`src/rtl/memory_responder_if.sv`:
```
`default_nettype none
// ============================================================================
// Module      : memory_responder_if
// Description : Processor memory-bus bundle between a requester (datapath
//               memory port) and the memory_responder storage block.
//               master : drives address, write data and the request strobes.
//               slave  : returns read data, the completion pulse and the
//                        out-of-range flag.
// Revision    : 1.0  initial release
// ============================================================================
interface memory_responder_if;
    logic [15:0] MEM_AddressLine;   // word address of the access
    logic [15:0] MEM_WriteLine;     // write data
    logic        MEM_WriteSignal;   // write request, level-sensitive
    logic        MEM_ReadSignal;    // read request, level-sensitive
    logic [15:0] MEM_ReadLine;      // registered read data
    logic        MEM_Ready;         // one-cycle completion pulse
    logic        MEM_Fault;         // address out of range, valid with MEM_Ready

    modport master (
        output MEM_AddressLine, MEM_WriteLine, MEM_WriteSignal, MEM_ReadSignal,
        input  MEM_ReadLine, MEM_Ready, MEM_Fault
    );

    modport slave (
        input  MEM_AddressLine, MEM_WriteLine, MEM_WriteSignal, MEM_ReadSignal,
        output MEM_ReadLine, MEM_Ready, MEM_Fault
    );
endinterface
`default_nettype wire

```
`src/rtl/memory_responder.sv`:
```
`default_nettype none
// ============================================================================
// Module      : memory_responder
// Description : Word-addressed 16-bit data memory answering the processor
//               memory bus with a programmable number of wait states.
//               Every access ends with a single-cycle MEM_Ready pulse;
//               addresses beyond the implemented depth raise MEM_Fault and
//               never touch storage.
// Ports       : ClockInput - system clock, rising edge
//               ResetN     - asynchronous active-low reset
//               bus        - memory_responder_if.slave (address, write data,
//                            read/write strobes in; read data, ready, fault out)
// Parameters  : ADDR_BITS   - implemented address width (depth 2^ADDR_BITS)
//               WAIT_STATES - extra cycles before MEM_Ready, 0..15
// Revision    : 1.0  initial release
// ============================================================================
module memory_responder #(
    parameter int ADDR_BITS   = 8,
    parameter int WAIT_STATES = 1
) (
    input  wire logic         ClockInput,
    input  wire logic         ResetN,
    memory_responder_if.slave bus
);

    localparam int         c_depth      = 1 << ADDR_BITS;
    localparam logic [3:0] c_waitStates = 4'(WAIT_STATES);

    typedef enum logic [1:0] {
        ST_IDLE = 2'd0,
        ST_WAIT = 2'd1,
        ST_DONE = 2'd2
    } state_t;

    state_t      r_state;
    logic [3:0]  r_count;
    logic [15:0] r_addr;
    logic [15:0] r_data;
    logic        r_isWrite;
    logic [15:0] r_readLine;
    logic        r_ready;
    logic        r_fault;
    logic [15:0] r_mem [c_depth];

    logic                 w_request;
    logic                 w_commit;
    logic [15:0]          w_commitAddr;
    logic [15:0]          w_commitData;
    logic                 w_commitWrite;
    logic                 w_inRange;
    logic [ADDR_BITS-1:0] w_memIdx;

    assign w_request = bus.MEM_WriteSignal | bus.MEM_ReadSignal;

    // The commit happens on the edge that enters DONE. With zero wait states
    // that edge is the sampling edge itself, so the live bus values are used
    // instead of the (not yet loaded) latched copies.
    always_comb begin
        w_commit      = 1'b0;
        w_commitAddr  = r_addr;
        w_commitData  = r_data;
        w_commitWrite = r_isWrite;
        case (r_state)
            ST_IDLE: begin
                if (w_request && (c_waitStates == 4'd0)) begin
                    w_commit      = 1'b1;
                    w_commitAddr  = bus.MEM_AddressLine;
                    w_commitData  = bus.MEM_WriteLine;
                    w_commitWrite = bus.MEM_WriteSignal;
                end
            end
            ST_WAIT: begin
                if (r_count <= 4'd1) begin
                    w_commit = 1'b1;
                end
            end
            default: begin
                w_commit = 1'b0;
            end
        endcase
    end

    assign w_inRange = ((w_commitAddr >> ADDR_BITS) == 16'd0);
    assign w_memIdx  = w_commitAddr[ADDR_BITS-1:0];

    // Control FSM with registered outputs.
    always_ff @(posedge ClockInput or negedge ResetN) begin
        if (!ResetN) begin
            r_state    <= ST_IDLE;
            r_count    <= 4'd0;
            r_addr     <= 16'h0000;
            r_data     <= 16'h0000;
            r_isWrite  <= 1'b0;
            r_readLine <= 16'h0000;
            r_ready    <= 1'b0;
            r_fault    <= 1'b0;
        end else begin
            r_ready <= 1'b0;
            r_fault <= 1'b0;
            case (r_state)
                ST_IDLE: begin
                    if (w_request) begin
                        r_addr    <= bus.MEM_AddressLine;
                        r_data    <= bus.MEM_WriteLine;
                        // A simultaneous read+write request is a write.
                        r_isWrite <= bus.MEM_WriteSignal;
                        if (c_waitStates == 4'd0) begin
                            r_state <= ST_DONE;
                        end else begin
                            r_state <= ST_WAIT;
                            r_count <= c_waitStates;
                        end
                    end
                end
                ST_WAIT: begin
                    r_count <= r_count - 4'd1;
                    if (r_count <= 4'd1) begin
                        r_state <= ST_DONE;
                    end
                end
                ST_DONE: begin
                    r_state <= ST_IDLE;
                end
                default: begin
                    r_state <= ST_IDLE;
                end
            endcase

            if (w_commit) begin
                r_ready <= 1'b1;
                r_fault <= ~w_inRange;
                if (!w_inRange) begin
                    r_readLine <= 16'h0000;
                end else if (!w_commitWrite) begin
                    r_readLine <= r_mem[w_memIdx];
                end
            end
        end
    end

    // Storage is never reset; the ResetN term keeps a request that is held
    // through reset from writing on a zero-wait-state configuration.
    always_ff @(posedge ClockInput) begin
        if (w_commit && w_inRange && w_commitWrite && ResetN) begin
            r_mem[w_memIdx] <= w_commitData;
        end
    end

    assign bus.MEM_ReadLine = r_readLine;
    assign bus.MEM_Ready    = r_ready;
    assign bus.MEM_Fault    = r_fault;

endmodule
`default_nettype wire

```
`src/flat_wrapper.sv`:
```
// flat-port wrapper written by rule: the top's interface ports become plain ports
module memory_responder_flat 
#(
    parameter int ADDR_BITS   = 8,
    parameter int WAIT_STATES = 1
)
  (ClockInput, ResetN, bus_MEM_AddressLine, bus_MEM_WriteLine, bus_MEM_WriteSignal, bus_MEM_ReadSignal, bus_MEM_ReadLine, bus_MEM_Ready, bus_MEM_Fault);
  memory_responder_if bus_i ();
  input  wire logic ClockInput;
  input  wire logic ResetN;
  input wire logic [$bits(bus_i.MEM_AddressLine)-1:0] bus_MEM_AddressLine;
  input wire logic [$bits(bus_i.MEM_WriteLine)-1:0] bus_MEM_WriteLine;
  input wire logic [$bits(bus_i.MEM_WriteSignal)-1:0] bus_MEM_WriteSignal;
  input wire logic [$bits(bus_i.MEM_ReadSignal)-1:0] bus_MEM_ReadSignal;
  output wire logic [$bits(bus_i.MEM_ReadLine)-1:0] bus_MEM_ReadLine;
  output wire logic [$bits(bus_i.MEM_Ready)-1:0] bus_MEM_Ready;
  output wire logic [$bits(bus_i.MEM_Fault)-1:0] bus_MEM_Fault;
  assign bus_i.MEM_AddressLine = bus_MEM_AddressLine;
  assign bus_i.MEM_WriteLine = bus_MEM_WriteLine;
  assign bus_i.MEM_WriteSignal = bus_MEM_WriteSignal;
  assign bus_i.MEM_ReadSignal = bus_MEM_ReadSignal;
  assign bus_MEM_ReadLine = bus_i.MEM_ReadLine;
  assign bus_MEM_Ready = bus_i.MEM_Ready;
  assign bus_MEM_Fault = bus_i.MEM_Fault;
  memory_responder #(.ADDR_BITS(ADDR_BITS), .WAIT_STATES(WAIT_STATES)) u_core (.ClockInput(ClockInput), .ResetN(ResetN), .bus(bus_i));
endmodule
```
`config.mk`:
```
export PLATFORM = sky130hd
export DESIGN_NAME = memory_responder_flat
export DESIGN_NICKNAME = d
export VERILOG_FILES = /design/src/rtl/memory_responder_if.sv /design/src/rtl/memory_responder.sv /design/src/flat_wrapper.sv
export SDC_FILE = /design/constraint.sdc
export NUM_CORES = 2
export LEC_CHECK = 0
export CAP_MARGIN = 15
export CORE_ASPECT_RATIO = 0.6
export CORE_MARGIN = 3
export CORE_UTILIZATION = 30
export DETAILED_ROUTE_END_ITERATION = 8
export HOLD_SLACK_MARGIN = 0.02
export SYNTH_ARGS = -nofsm -noshare
export SYNTH_HDL_FRONTEND = slang
export SYNTH_SLANG_ARGS = --single-unit
```
`constraint.sdc`:
```
create_clock -name ClockInput -period 4.7 [get_ports ClockInput]
set_clock_uncertainty 0.05 [all_clocks]
set_input_delay 1.175 -clock ClockInput [delete_from_list [all_inputs] [get_ports ClockInput]]
set_output_delay 1.175 -clock ClockInput [all_outputs]
set_load 0.01 [all_outputs]
```
==> summary.txt <==
Run status
  – Status: finished with violations
  – Violated checks: setup timing

Timing
  – Setup ws final: -22.4 ps
  – WHS: slightly above 200 ps
  – Max frequency: roughly 210 MHz
  – Final setup violation count: 1
  – Hold Vio Cnt, Final: 0
  – RSZ-0062 raised after global routing: false
  – Setup TNS: -22.4 ps
  – Final period util: 100%
  – Max Transition Viols Final: 0
  – Fin crit period: roughly 4700 ps
  – Slew @ Worst Pin: 1350 ps
  – Slew headroom: under 10%

Placement
  – Routability-driven placement congestion ratio: between 0.9 and 1
  – Port Buf Inserts: 53
  – Dpl hpwl: 289000 µm

Clock tree
  – Setup bufs post-CTS: 0
  – Clock Latency Late Sink: between 1000 and 1500 ps
  – Total CTS buffers: about 370
  – Clk slew on worst S/H paths: 70 ps
  – CTS Root Cell: clkbuf_16
  – Maximum root-to-sink buffer count: 4
  – Hold_buf cts: 0
  – Cells resized by post-CTS repair: 0
  – Clock sink count: 4153
  – CTS tree: yes
  – Htree depth: 5

Layout
  – Proportion of layout cells with a drive suffix above 1: between 20% and 30%
  – Synthesis-to-finish area growth: 16.0%
  – Utilization after layout: between 30% and 40%
  – Fillers: a little under 50000
  – Final nets: 8300

Logic synthesis
  – Synth Register Bits: around 4200
  – Synth area leaders: edfxtp_1, mux4_2, mux2i_1
  – Synthesized area: about 0.16 mm²
  – Yosys top cell by area: edfxtp_1
  – Sequential area share after synthesis: approximately 78%
  – Post-synth EDFFs: approximately 4000
  – Main synth FF type: edfxtp_1
  – Synthesis warning total: 0
  – Asr flop ratio synth: under 10%
  – Mean post-synth cell area: 20.9 µm²
  – Post-Synthesis Cells: 7648
  – Synth cell types: 56
  – Mapped Nets: around 7700
  – Synth top area share: about three quarters

Critical path
  – CP bufs+invs: 3
  – Crit Path Max Fanout: 22
  – Startpoint types: register
  – WP data required: ~5600 ps
  – Worst Setup End Kind: register
  – Critical path type: reg2reg
  – Crit-path leading delay family: simple AND/OR/NAND/NOR gates
  – Worst path cell trace: buf_12 -> nand3b_1 -> buf_4 -> o22ai_1 -> nor3_1 -> o211ai_1 -> a21oi_1 -> nor3_1 -> buf_4 -> o221a_1
  – Worst path slowest cell: dfrtp_4
  – Worst reg2reg path startpoint: u_core.r_addr[1]
  – Worst setup path startpoint: u_core.r_addr[1]
  – CP max stage delay: between 1000 and 1500 ps
  – WP data arrival: 5620 ps

GRT
  – Largest net degree at the start of global routing: roughly 160
  – Met3 Use GR: 5.48%
  – Global Route Usage Sum: 16.4%
  – Met1 Use GR: around a quarter
  – Grt met2 use: 23.1%
  – Grt ovf: 0
  – Grt peak-use layer: met1
  – Vias in the first global route: roughly 80000
  – Initial antenna violation count: 39
  – First-pass GRT wire length: around 640000 µm

Route
  – WL/cell: 29.3 µm
  – Iteration-0 DRC Markers: roughly 13000
  – Overall routed net length: 459000 µm
  – Via count: 83133
  – Via-to-Cell Ratio: between 5 and 6
  – Number of remaining DRC errors: 0
  – Detail Route Antenna Nets: 0
  – Detailed Routing Iterations Pass 1: 6

Power and ir drop
  – Leak: 58.0 nW
  – Maximum VDD drop: a little under 0.5 mV
  – Pwr Total: 115 mW
  – PD cells: just over 600 mW/mm²

Floorplanning
  – Row cnt: 206
  – Core area: between 0.5 and 0.6 mm²
  – Vert. Die Dim: 571 µm
  – Initial Util: approximately 30%
  – Die W: 948 µm
  – Top Ports: 54
  – Die area: between 0.5 and 0.6 mm²

Run
  – Max Cap Viol: 0

Worst hold path
  – Hold Crit Class: in2async
metal layers:
metal,up-vias,routed length [µm]
met5,-,635
met3,600,61200
li1,33043,-
met2,5165,194000
met4,12,10400
met1,44313,193000
report_power, final:
group / internal [mW] / leakage, nW / total [mW] / switching (mW)
logic: 12.0 / 14.7 / 35.9 / 23.9
clock network: 16.8 / 5.80 / 30.4 / 13.6
registers: 46.5 / 37.5 / 48.6 / 2.05
metrics by stage:
step | setup slack, ps | instance area (µm²) | cells
4_1_cts | 71.9 | 185000 | 15615
3_3_place_gp | -228 | 173000 | 14956
6_report | -22.4 | 185000 | 15634
3_5_place_dp | 42.1 | 174000 | 14958
5_1_grt | 143 | 185000 | 15620
2_1_floorplan | 666 | 160000 | 7648
cell usage after synthesis (all sizes together), types with 21 or more instances:
| library cell | n |
|---|---|
| a211oi | 31 |
| o211ai | 35 |
| nand2 | 345 |
| dfrtp | 57 |
| a22oi | 165 |
| clkbuf | 206 |
| mux2 | 69 |
| a21oi | 144 |
| edfxtp | 4096 |
| mux4 | 826 |
| a221oi | 21 |
| o22ai | 47 |
| o21ai | 52 |
| nor3 | 37 |
| mux2i | 484 |
| nand3 | 106 |
| nor2 | 313 |
| a21boi | 31 |
| buf | 254 |
| nand4 | 154 |
cell families (layout without fill, tap and decap cells):
family | Yosys count | count (layout) | synth area share, %
other | 0 | 16 | 0
AND/OR/NAND/NOR | 1022 | 1022 | 2.88
XOR/XNOR | 1 | 1 | 0.00548
flip-flops | 4153 | 4153 | 77.8
adder cells (fa/ha/maj) | 2 | 2 | 0.0157
AO/OA/AOI/OAI | 626 | 626 | 2.72
multiplexers | 1379 | 1379 | 15.2
buffers and inverters | 465 | 1363 | 1.38
worst paths after layout:
| check | depth (start not counted) | endpoint | slack (ps) |
|---|---|---|---|
| max in group asynchronous | 3 | u_core.r_addr[0] | 3290 |
| min | 2 | u_core.r_data[0] | 200 |
| min reg2reg | 1 | u_core.r_addr[12] | 470 |
| max | 10 | u_core.bus.MEM_ReadLine[8] | -20 |
| max reg2reg | 10 | u_core.bus.MEM_ReadLine[8] | -20 |
| min in group ClockInput | 1 | u_core.r_addr[12] | 470 |
cell usage in the layout, fill, tap and decap left out, drive strengths merged, types with 10 or more instances in the layout:
cell type	n
a211o	16
a211oi	31
a21boi	31
a21oi	144
a221o	16
a221oi	21
a22oi	165
and2	10
buf	649
bufinv	35
clkbuf	456
clkdlybuf4s50	52
clkinv	140
clkinvlp	14
dfrtp	57
diode	16
edfxtp	4096
inv	17
mux2	69
mux2i	484
mux4	826
nand2	345
nand3	106
nand4	154
nor2	313
nor2b	14
nor3	37
nor4	19
o211ai	35
o21ai	52
o221a	15
o221ai	17
o22a	15
o22ai	47
o31ai	15
sequential cells by signal, summed over array words and instances, names as in the netlist:
signal / cells
u_core.bus.MEM_ReadLine: 16
u_core.r_count: 4
u_core.bus.MEM_Fault: 1
u_core.r_addr: 16
u_core.r_mem: 4096
u_core.r_isWrite: 1
u_core.bus.MEM_Ready: 1
u_core.r_data: 16
u_core.r_state: 2
layout make-up:
type / instances / area (µm²) / area share, %
Antenna cell: 16 / 40.0 / 0.0216
Tap cell: 7072 / 8850 / 4.77
Sequential cell: 4153 / 125000 / 67.1
Clock buffer: 456 / 9830 / 5.30
Inverter: 5 / 18.8 / 0.0101
Multi-Input combinational cell: 3030 / 33400 / 18.0
Clock inverter: 201 / 2070 / 1.12
Timing Repair Buffer: 701 / 6730 / 3.63
worst register-to-register path: cells and delay by family (launching register included):
kind | cells | cell delay, ps
AND/OR/NAND/NOR | 3 | 1310
AO/OA/AOI/OAI | 4 | 1260
flip-flops | 1 | 1070
buffers and inverters | 3 | 1030
Power figures use the tool's default switching activity.
